===== src/rtl/lpif_txrx_pkg.sv =====
// Shared constants, FSM state type and the buffered beat record for the LPIF
// downstream formatter.
package lpif_txrx_pkg;

  localparam int DATA_W = 512;
  localparam int BYTES  = DATA_W / 8;
  localparam int CRD_W  = 8;
  localparam int OFF_W  = 6;
  localparam int NB_W   = 7;

  typedef enum logic {
    OFFLINE = 1'b0,
    ONLINE  = 1'b1
  } fmt_state_e;

  typedef struct packed {
    logic [1:0]        protid;
    logic [OFF_W-1:0]  bstart;
    logic [BYTES-1:0]  bvalid;
    logic [DATA_W-1:0] data;
  } beat_t;

  // Lanes off .. off+nb-1, clipped at the top lane.
  function automatic logic [BYTES-1:0] byte_mask(input logic [OFF_W-1:0] off,
                                                 input logic [NB_W-1:0]  nb);
    logic [BYTES-1:0] mask;
    logic [7:0]       lim;
    logic [7:0]       lane;
    lim = {2'b00, off} + {1'b0, nb};
    for (int i = 0; i < BYTES; i++) begin
      lane    = 8'(i);
      mask[i] = (lane >= {2'b00, off}) && (lane < lim);
    end
    return mask;
  endfunction

  function automatic logic fmt_bad(input logic [OFF_W-1:0] off,
                                   input logic [NB_W-1:0]  nb);
    logic [7:0] lim;
    lim = {2'b00, off} + {1'b0, nb};
    return (nb == '0) || (nb > 7'd64) || (lim > 8'd64);
  endfunction

endpackage


===== src/rtl/lpif_dstrm_skid_fifo.sv =====
// Two-entry beat buffer between the adapter handshake and the credit-gated
// output register; flush empties it in one cycle.
module lpif_dstrm_skid_fifo
  import lpif_txrx_pkg::*;
(
  input  logic       clk_wr,
  input  logic       rst_wr_n,
  input  logic       push_i,
  input  beat_t      push_beat_i,
  input  logic       pop_i,
  input  logic       flush_i,
  output beat_t      head_o,
  output logic [1:0] count_o
);

  beat_t      mem_q [2];
  logic       wr_ptr_q;
  logic       rd_ptr_q;
  logic [1:0] count_q;
  logic       do_push;
  logic       do_pop;

  assign do_pop  = pop_i && (count_q != 2'd0);
  assign do_push = push_i && ((count_q != 2'd2) || do_pop);

  always_ff @(posedge clk_wr or negedge rst_wr_n) begin
    if (!rst_wr_n) begin
      wr_ptr_q <= 1'b0;
      rd_ptr_q <= 1'b0;
      count_q  <= 2'd0;
    end else if (flush_i) begin
      wr_ptr_q <= 1'b0;
      rd_ptr_q <= 1'b0;
      count_q  <= 2'd0;
    end else begin
      if (do_push) wr_ptr_q <= ~wr_ptr_q;
      if (do_pop)  rd_ptr_q <= ~rd_ptr_q;
      count_q <= count_q + {1'b0, do_push} - {1'b0, do_pop};
    end
  end

  // Storage carries no reset; validity is tracked solely by count_q.
  always_ff @(posedge clk_wr) begin
    if (do_push && !flush_i) mem_q[wr_ptr_q] <= push_beat_i;
  end

  assign head_o  = mem_q[rd_ptr_q];
  assign count_o = count_q;

endmodule


===== src/rtl/lpif_dstrm_fmt.sv =====
// LPIF downstream formatter: accepts adapter flits, buffers them, builds the
// byte-valid mask and emits to the transceiver under far-side credit control.
//
// state   | meaning
// OFFLINE | TX link down; nothing accepted, FIFO empty, credit 0
// ONLINE  | TX link up; accept while room, emit while credit > 0
module lpif_dstrm_fmt
  import lpif_txrx_pkg::*;
(
  input  logic              clk_wr,
  input  logic              rst_wr_n,
  input  logic              tx_online,
  input  logic [CRD_W-1:0]  init_downstream_credit,
  input  logic              crd_return,
  input  logic              lp_irdy,
  input  logic              lp_valid,
  input  logic [DATA_W-1:0] lp_data,
  input  logic [1:0]        lp_protid,
  input  logic [OFF_W-1:0]  lp_boffset,
  input  logic [NB_W-1:0]   lp_nbytes,
  input  logic [3:0]        lp_state_req,
  output logic              pl_trdy,
  output logic [3:0]        dstrm_state,
  output logic [1:0]        dstrm_protid,
  output logic [DATA_W-1:0] dstrm_data,
  output logic [OFF_W-1:0]  dstrm_bstart,
  output logic [BYTES-1:0]  dstrm_bvalid,
  output logic              dstrm_valid,
  output logic [31:0]       dbg_status
);

  fmt_state_e        state_q, state_d;
  logic [CRD_W-1:0]  credit_q, credit_d;
  logic              crd_ovf_set;
  logic              fmt_err_q;
  logic              crd_ovf_q;
  logic [7:0]        drop_cnt_q;
  logic              pl_trdy_q;
  logic [3:0]        state_out_q;
  logic [1:0]        protid_q;
  logic [DATA_W-1:0] data_q;
  logic [OFF_W-1:0]  bstart_q;
  logic [BYTES-1:0]  bvalid_q;
  logic              valid_q;

  logic       online;
  logic       offer;
  logic       push;
  logic       drop;
  logic       pop;
  logic       flush;
  logic [1:0] fifo_count;
  logic [1:0] count_next;
  beat_t      push_beat;
  beat_t      head;

  assign online = (state_q == ONLINE);
  assign offer  = lp_irdy && lp_valid && pl_trdy_q;
  assign push   = offer && tx_online;
  assign drop   = offer && !tx_online;
  assign flush  = online && !tx_online;
  // Losing tx_online takes priority over a pending emission.
  assign pop    = online && tx_online && (fifo_count != 2'd0) && (credit_q != '0);

  always_comb begin
    push_beat.protid = lp_protid;
    push_beat.bstart = lp_boffset;
    push_beat.bvalid = byte_mask(lp_boffset, lp_nbytes);
    push_beat.data   = lp_data;
  end

  always_comb begin
    state_d = state_q;
    case (state_q)
      OFFLINE: if (tx_online)  state_d = ONLINE;
      ONLINE:  if (!tx_online) state_d = OFFLINE;
      default: state_d = OFFLINE;
    endcase
  end

  always_comb begin
    if (flush) count_next = 2'd0;
    else       count_next = fifo_count + {1'b0, push} - {1'b0, pop};
  end

  always_comb begin
    credit_d    = credit_q;
    crd_ovf_set = 1'b0;
    if (!online) begin
      if (tx_online) credit_d = init_downstream_credit;
    end else if (!tx_online) begin
      credit_d = '0;
    end else if (crd_return && !pop) begin
      if (credit_q == '1) crd_ovf_set = 1'b1;
      else                credit_d    = credit_q + 8'd1;
    end else if (pop && !crd_return) begin
      credit_d = credit_q - 8'd1;
    end
  end

  lpif_dstrm_skid_fifo u_fifo (
    .clk_wr      (clk_wr),
    .rst_wr_n    (rst_wr_n),
    .push_i      (push),
    .push_beat_i (push_beat),
    .pop_i       (pop),
    .flush_i     (flush),
    .head_o      (head),
    .count_o     (fifo_count)
  );

  always_ff @(posedge clk_wr or negedge rst_wr_n) begin
    if (!rst_wr_n) begin
      state_q     <= OFFLINE;
      credit_q    <= '0;
      fmt_err_q   <= 1'b0;
      crd_ovf_q   <= 1'b0;
      drop_cnt_q  <= '0;
      pl_trdy_q   <= 1'b0;
      state_out_q <= '0;
      protid_q    <= '0;
      data_q      <= '0;
      bstart_q    <= '0;
      bvalid_q    <= '0;
      valid_q     <= 1'b0;
    end else begin
      state_q     <= state_d;
      credit_q    <= credit_d;
      state_out_q <= lp_state_req;
      // Registered ready: at most one entry after this edge leaves room for
      // the beat the adapter may present while trdy is still high.
      pl_trdy_q   <= (state_d == ONLINE) && (count_next <= 2'd1);
      if (crd_ovf_set)                        crd_ovf_q  <= 1'b1;
      if (push && fmt_bad(lp_boffset, lp_nbytes)) fmt_err_q <= 1'b1;
      if (drop && (drop_cnt_q != 8'hFF))      drop_cnt_q <= drop_cnt_q + 8'd1;
      if (pop) begin
        valid_q  <= 1'b1;
        protid_q <= head.protid;
        data_q   <= head.data;
        bstart_q <= head.bstart;
        bvalid_q <= head.bvalid;
      end else begin
        valid_q  <= 1'b0;
        bvalid_q <= '0;
      end
    end
  end

  assign pl_trdy      = pl_trdy_q;
  assign dstrm_state  = state_out_q;
  assign dstrm_protid = protid_q;
  assign dstrm_data   = data_q;
  assign dstrm_bstart = bstart_q;
  assign dstrm_bvalid = bvalid_q;
  assign dstrm_valid  = valid_q;
  assign dbg_status   = {8'h00, drop_cnt_q, 3'b000, crd_ovf_q, fmt_err_q,
                         online, fifo_count, credit_q};

endmodule

===== config.mk =====
export PLATFORM = sky130hd
export DESIGN_NAME = lpif_dstrm_fmt
export DESIGN_NICKNAME = d
export VERILOG_FILES = /design/src/rtl/lpif_txrx_pkg.sv /design/src/rtl/lpif_dstrm_skid_fifo.sv /design/src/rtl/lpif_dstrm_fmt.sv
export SDC_FILE = /design/constraint.sdc
export NUM_CORES = 2
export LEC_CHECK = 0
export BUFFER_PORTS_ARGS = -buffer_cell sky130_fd_sc_hd__buf_2
export CORE_AREA = 2 2 450 452
export DETAILED_ROUTE_END_ITERATION = 7
export DIE_AREA = 0 0 452 454
export GPL_TIMING_DRIVEN = 0
export PLACE_DENSITY = 0.49
export SKIP_CTS_REPAIR_TIMING = 1
export SYNTH_ARGS = -nofsm -noshare
export SYNTH_HDL_FRONTEND = slang
export SYNTH_SLANG_ARGS = --single-unit

===== constraint.sdc =====
create_clock -name clk_wr -period 33.2 [get_ports clk_wr]
set_input_delay 4.98 -clock clk_wr [delete_from_list [all_inputs] [get_ports clk_wr]]
set_output_delay 4.98 -clock clk_wr [all_outputs]
set_load 0.02 [all_outputs]

==> results by group <==
Setup path
  – Longest individual stage delay on the worst path: ~0.64 ns
  – CP arrival: 9.52 ns
  – Ordered cell list for the critical path: buf_2, and2_1, clkbuf_1, o221ai_4, buf_4, a31oi_1, nor2b_4, buf_12, buf_12, buf_12, buf_12, buf_12, buf_12, buf_12, buf_12
  – Critical Path Most Common Cell: sky130_fd_sc_hd__buf_12
  – Worst Setup Path Type: primary input to flop
  – Critical-path cell with the highest stage delay: sky130_fd_sc_hd__nor2b_4
  – Startpoint kind of the worst setup timing path: primary input
  – CP required: between 30 and 40 ns
  – Worst setup EP type: flop
  – Biggest fanout along the worst timing path: 28

Drt
  – Wire length on met2: approximately 110000 µm
  – DRC violations left: 0
  – Routed Antenna Nets: 0
  – Mean number of vias per cell: approximately 4.7
  – Violation count after the first detailed-routing iteration: 2564
  – Final wirelength: roughly 210000 µm
  – Via count: 39023
  – Initial DRT Pass Iterations: 5
  – Average wire per standard cell: approximately 25 µm
  – Routed wl met3: 15690 µm
  – Routed metal-1 wire length: 76640 µm
  – Top routing layer used: met5

Die
  – Starting density of the core: 0.3210
  – Rows: about 170
  – Die Span Y: about 450 µm
  – Top-level port count: 1167
  – Core area: 200900 µm²
  – Overall die area: approximately 200000 µm²
  – Die X-Extent: between 400 and 500 µm

Timing
  – Final Cycle Share: 0.2708
  – Actual transition at the worst max-transition pin: ~1.2 ns
  – Max Transition Viols Final: 0
  – Final total negative setup slack: 0 ns
  – Final critical-path required period: ~9.0 ns
  – Final Hold Vio Count: 0
  – Final setup fails: 0
  – F_max: between 0.1 and 0.15 GHz
  – Clock Skews: ~0.032 ns
  – RSZ-0062 raised after global routing: no
  – Tightest slew margin relative to the limit: 0.1950

Layout
  – Flip-flop and latch area: roughly 50000 µm²
  – Leading cell type in the layout, fill and taps excluded: sky130_fd_sc_hd__buf_2
  – Filler cell count: around 19000
  – Design Area, Final: 80990 µm²
  – Area growth from synthesis to layout: 25.60%
  – Multi-input logic area: 12930 µm²
  – Number of nets in the layout: between 6000 and 7000
  – Most used cells in the layout excluding fill and tap cells: sky130_fd_sc_hd__buf_2, sky130_fd_sc_hd__edfxtp_1, sky130_fd_sc_hd__dfrtp_1
  – Layout cell share with drive strength beyond 1: 0.2835

Clock network
  – Clock Tree Root: sky130_fd_sc_hd__clkbuf_16
  – CTS sink cnt: 1781
  – Number of buffers added by the clock tree synthesis step: ~190
  – Clock-pin slew on the worst setup and hold paths: 0.05 ns
  – Number of H-tree branching levels: 4
  – TritonCTS clock tree: done
  – Clock latency on the worst-skew pair: around 0.84 ns
  – Clk buf depth: 3

Synth
  – Area share of the largest cell type after synthesis: 0.5440
  – Share of synthesized cell area in and, or, nand and nor gates: 0.04477
  – Post-Syn Area: around 64000 µm²
  – Gate Count Post-Synth: 4038
  – Post-synthesis mux area share: 0.09115
  – Fraction of the yosys area taken by sequential cells: 0.7819
  – Async S/R FF share, synth: 0.3442
  – Parity-gate share of the synthesized area counting xor and xnor cells: 0.002853
  – Number of flops mapped to enable cells by yosys: around 1200
  – Largest area contributor in the synthesized netlist: sky130_fd_sc_hd__edfxtp_1
  – Main combinational cell family by area after synthesis: multiplexers
  – Distinct cell type count after synthesis: 69
  – Top cells by area in the synthesized netlist: sky130_fd_sc_hd__edfxtp_1, sky130_fd_sc_hd__dfrtp_1, sky130_fd_sc_hd__mux2i_1, sky130_fd_sc_hd__nand2_1, sky130_fd_sc_hd__o21ai_1
  – Adder-cell share of the synthesized area: 0.003920
  – Most used flip-flop cell after synthesis: sky130_fd_sc_hd__edfxtp_1
  – Yosys reg bits: between 1500 and 2000
  – Yosys synthesis warning count: 0
  – Compound-gate portion of the synthesized area: 0.05699
  – Average instance area after synthesis: 15.97 µm²

Global routing
  – Number of antenna violations at the first check in global routing: about 120
  – Maximum number of pins on one net before global-route repair: 103
  – Grt total ovfl: 0
  – Global-route wire length before repair: between 200000 and 300000 µm
  – Via count of the first global-routing pass: between 30000 and 40000
  – Total GRT Usage: 0.1954

Pwr
  – Maximum VDD drop: 0.04823 mV
  – Power Dens Cells: about 84 nW/µm²
  – Reported leakage power: ~32 nW

Placement
  – Number of buffers inserted by port buffering: between 1000 and 1500
  – Final HPWL from detailed placement: around 150000 µm
  – Dpl cell area: 74700 µm²
  – Routability Congestion: between 0.8 and 0.9

Outcome
  – Status: completed

Worst hold path
  – Worst min-delay path category: flop to flop

Flow run
  – Max-cap check violation count: 0
==> cell usage after synthesis (all sizes together), types with 8 or more instances <==
cell type	count
o21ai	530
a211oi	19
xnor2	15
a21oi	28
nor2	100
or2	8
edfxtp	1168
nand3	10
inv	14
a21o	10
and2	10
dfrtp	613
a31oi	14
a311oi	10
nand2	548
buf	91
clkbuf	143
ha	17
a221oi	22
mux2i	586
==> routing by layer <==
| metal | up-vias | global-route usage |
|---|---|---|
| li1 | 17716 | - |
| met1 | 19444 | 0.2199 |
| met2 | 1315 | 0.3409 |
| met3 | 472 | 0.06457 |
| met4 | 76 | 0.07729 |
| met5 | - | 0 |
==> cells by family after synthesis <==
family | after synthesis
AOI/OAI and AO/OA | 664
adders and majority gates | 19
muxes | 587
and+or+nand+nor | 716
DFF | 1781
buffers and inverters | 249
xor gates and xnor gates | 21
other | 1
==> cell type report <==
cell class,count,share of cell area
Sequential cell,1781,0.6225
Multi-Input combinational cell,2018,0.1596
Timing Repair Buffer,1199,0.08432
Clock buffer,287,0.06759
Tap cell,2672,0.04128
Buffer,234,0.01397
Clock inverter,75,0.008760
Antenna cell,42,0.001298
Inverter,15,0.0006952
==> stage by stage <==
stage	hold WS, ns	power [mW]	std cells	worst slack, ns	utilization
floorplan	0.4409	3.988	4048	0.04164	-
global placement	0.4568	4.876	7875	-22.00	0.3666
detailed placement	0.4649	4.820	7919	23.14	0.3719
CTS	0.4780	6.932	8281	24.08	0.4027
global route	0.4882	7.150	8304	23.89	0.4029
finish	0.4716	6.823	8323	24.21	0.4032
==> worst max-delay path, delay by kind of cell <==
family	cells	cell delay (ns)
buf+inv	11	2.75
simple gates	2	0.79
compound gates	2	0.87
==> where the power goes <==
part           total (mW)  switching (mW)  leakage (nW)  internal [mW]
Combinational        1.81            1.25          10.8          0.555
Sequential           2.93           0.193          18.3           2.73
Clock                2.09           0.896          3.01           1.19
Total                6.82            2.34          32.1           4.48
==> final timing paths <==
path / from / slack (ns) / end / depth (start not counted)
min reg2reg: dstrm_data[103]$_DFFE_PN0P_ / 0.47 / dstrm_data[103]$_DFFE_PN0P_ / 2
max: tx_online / 24.21 / u_fifo.mem_q[0][325]$_DFFE_PP_ / 15
min: dstrm_data[103]$_DFFE_PN0P_ / 0.47 / dstrm_data[103]$_DFFE_PN0P_ / 2
min in group asynchronous: rst_wr_n / 4.12 / crd_ovf_q$_DFFE_PN0P_ / 1
max reg2reg: credit_q[5]$_DFFE_PN0P_ / 27.61 / credit_q[7]$_DFFE_PN0P_ / 15
max in group asynchronous: rst_wr_n / 26.94 / dstrm_data[373]$_DFFE_PN0P_ / 4
==> flip-flops by register name, indices dropped and copies added (netlist names) <==
register         count
u_fifo.rd_ptr_q      1
dstrm_valid          1
credit_q             8
pl_trdy              1
drop_cnt_q           8
crd_ovf_q            1
dstrm_bvalid        64
fmt_err_q            1
dstrm_protid         2
dstrm_bstart         6
u_fifo.wr_ptr_q      1
dstrm_state          4
dstrm_data         512
online               1
u_fifo.count_o       2
u_fifo.mem_q      1168
Note: power is estimated with default switching activity, not from simulation.
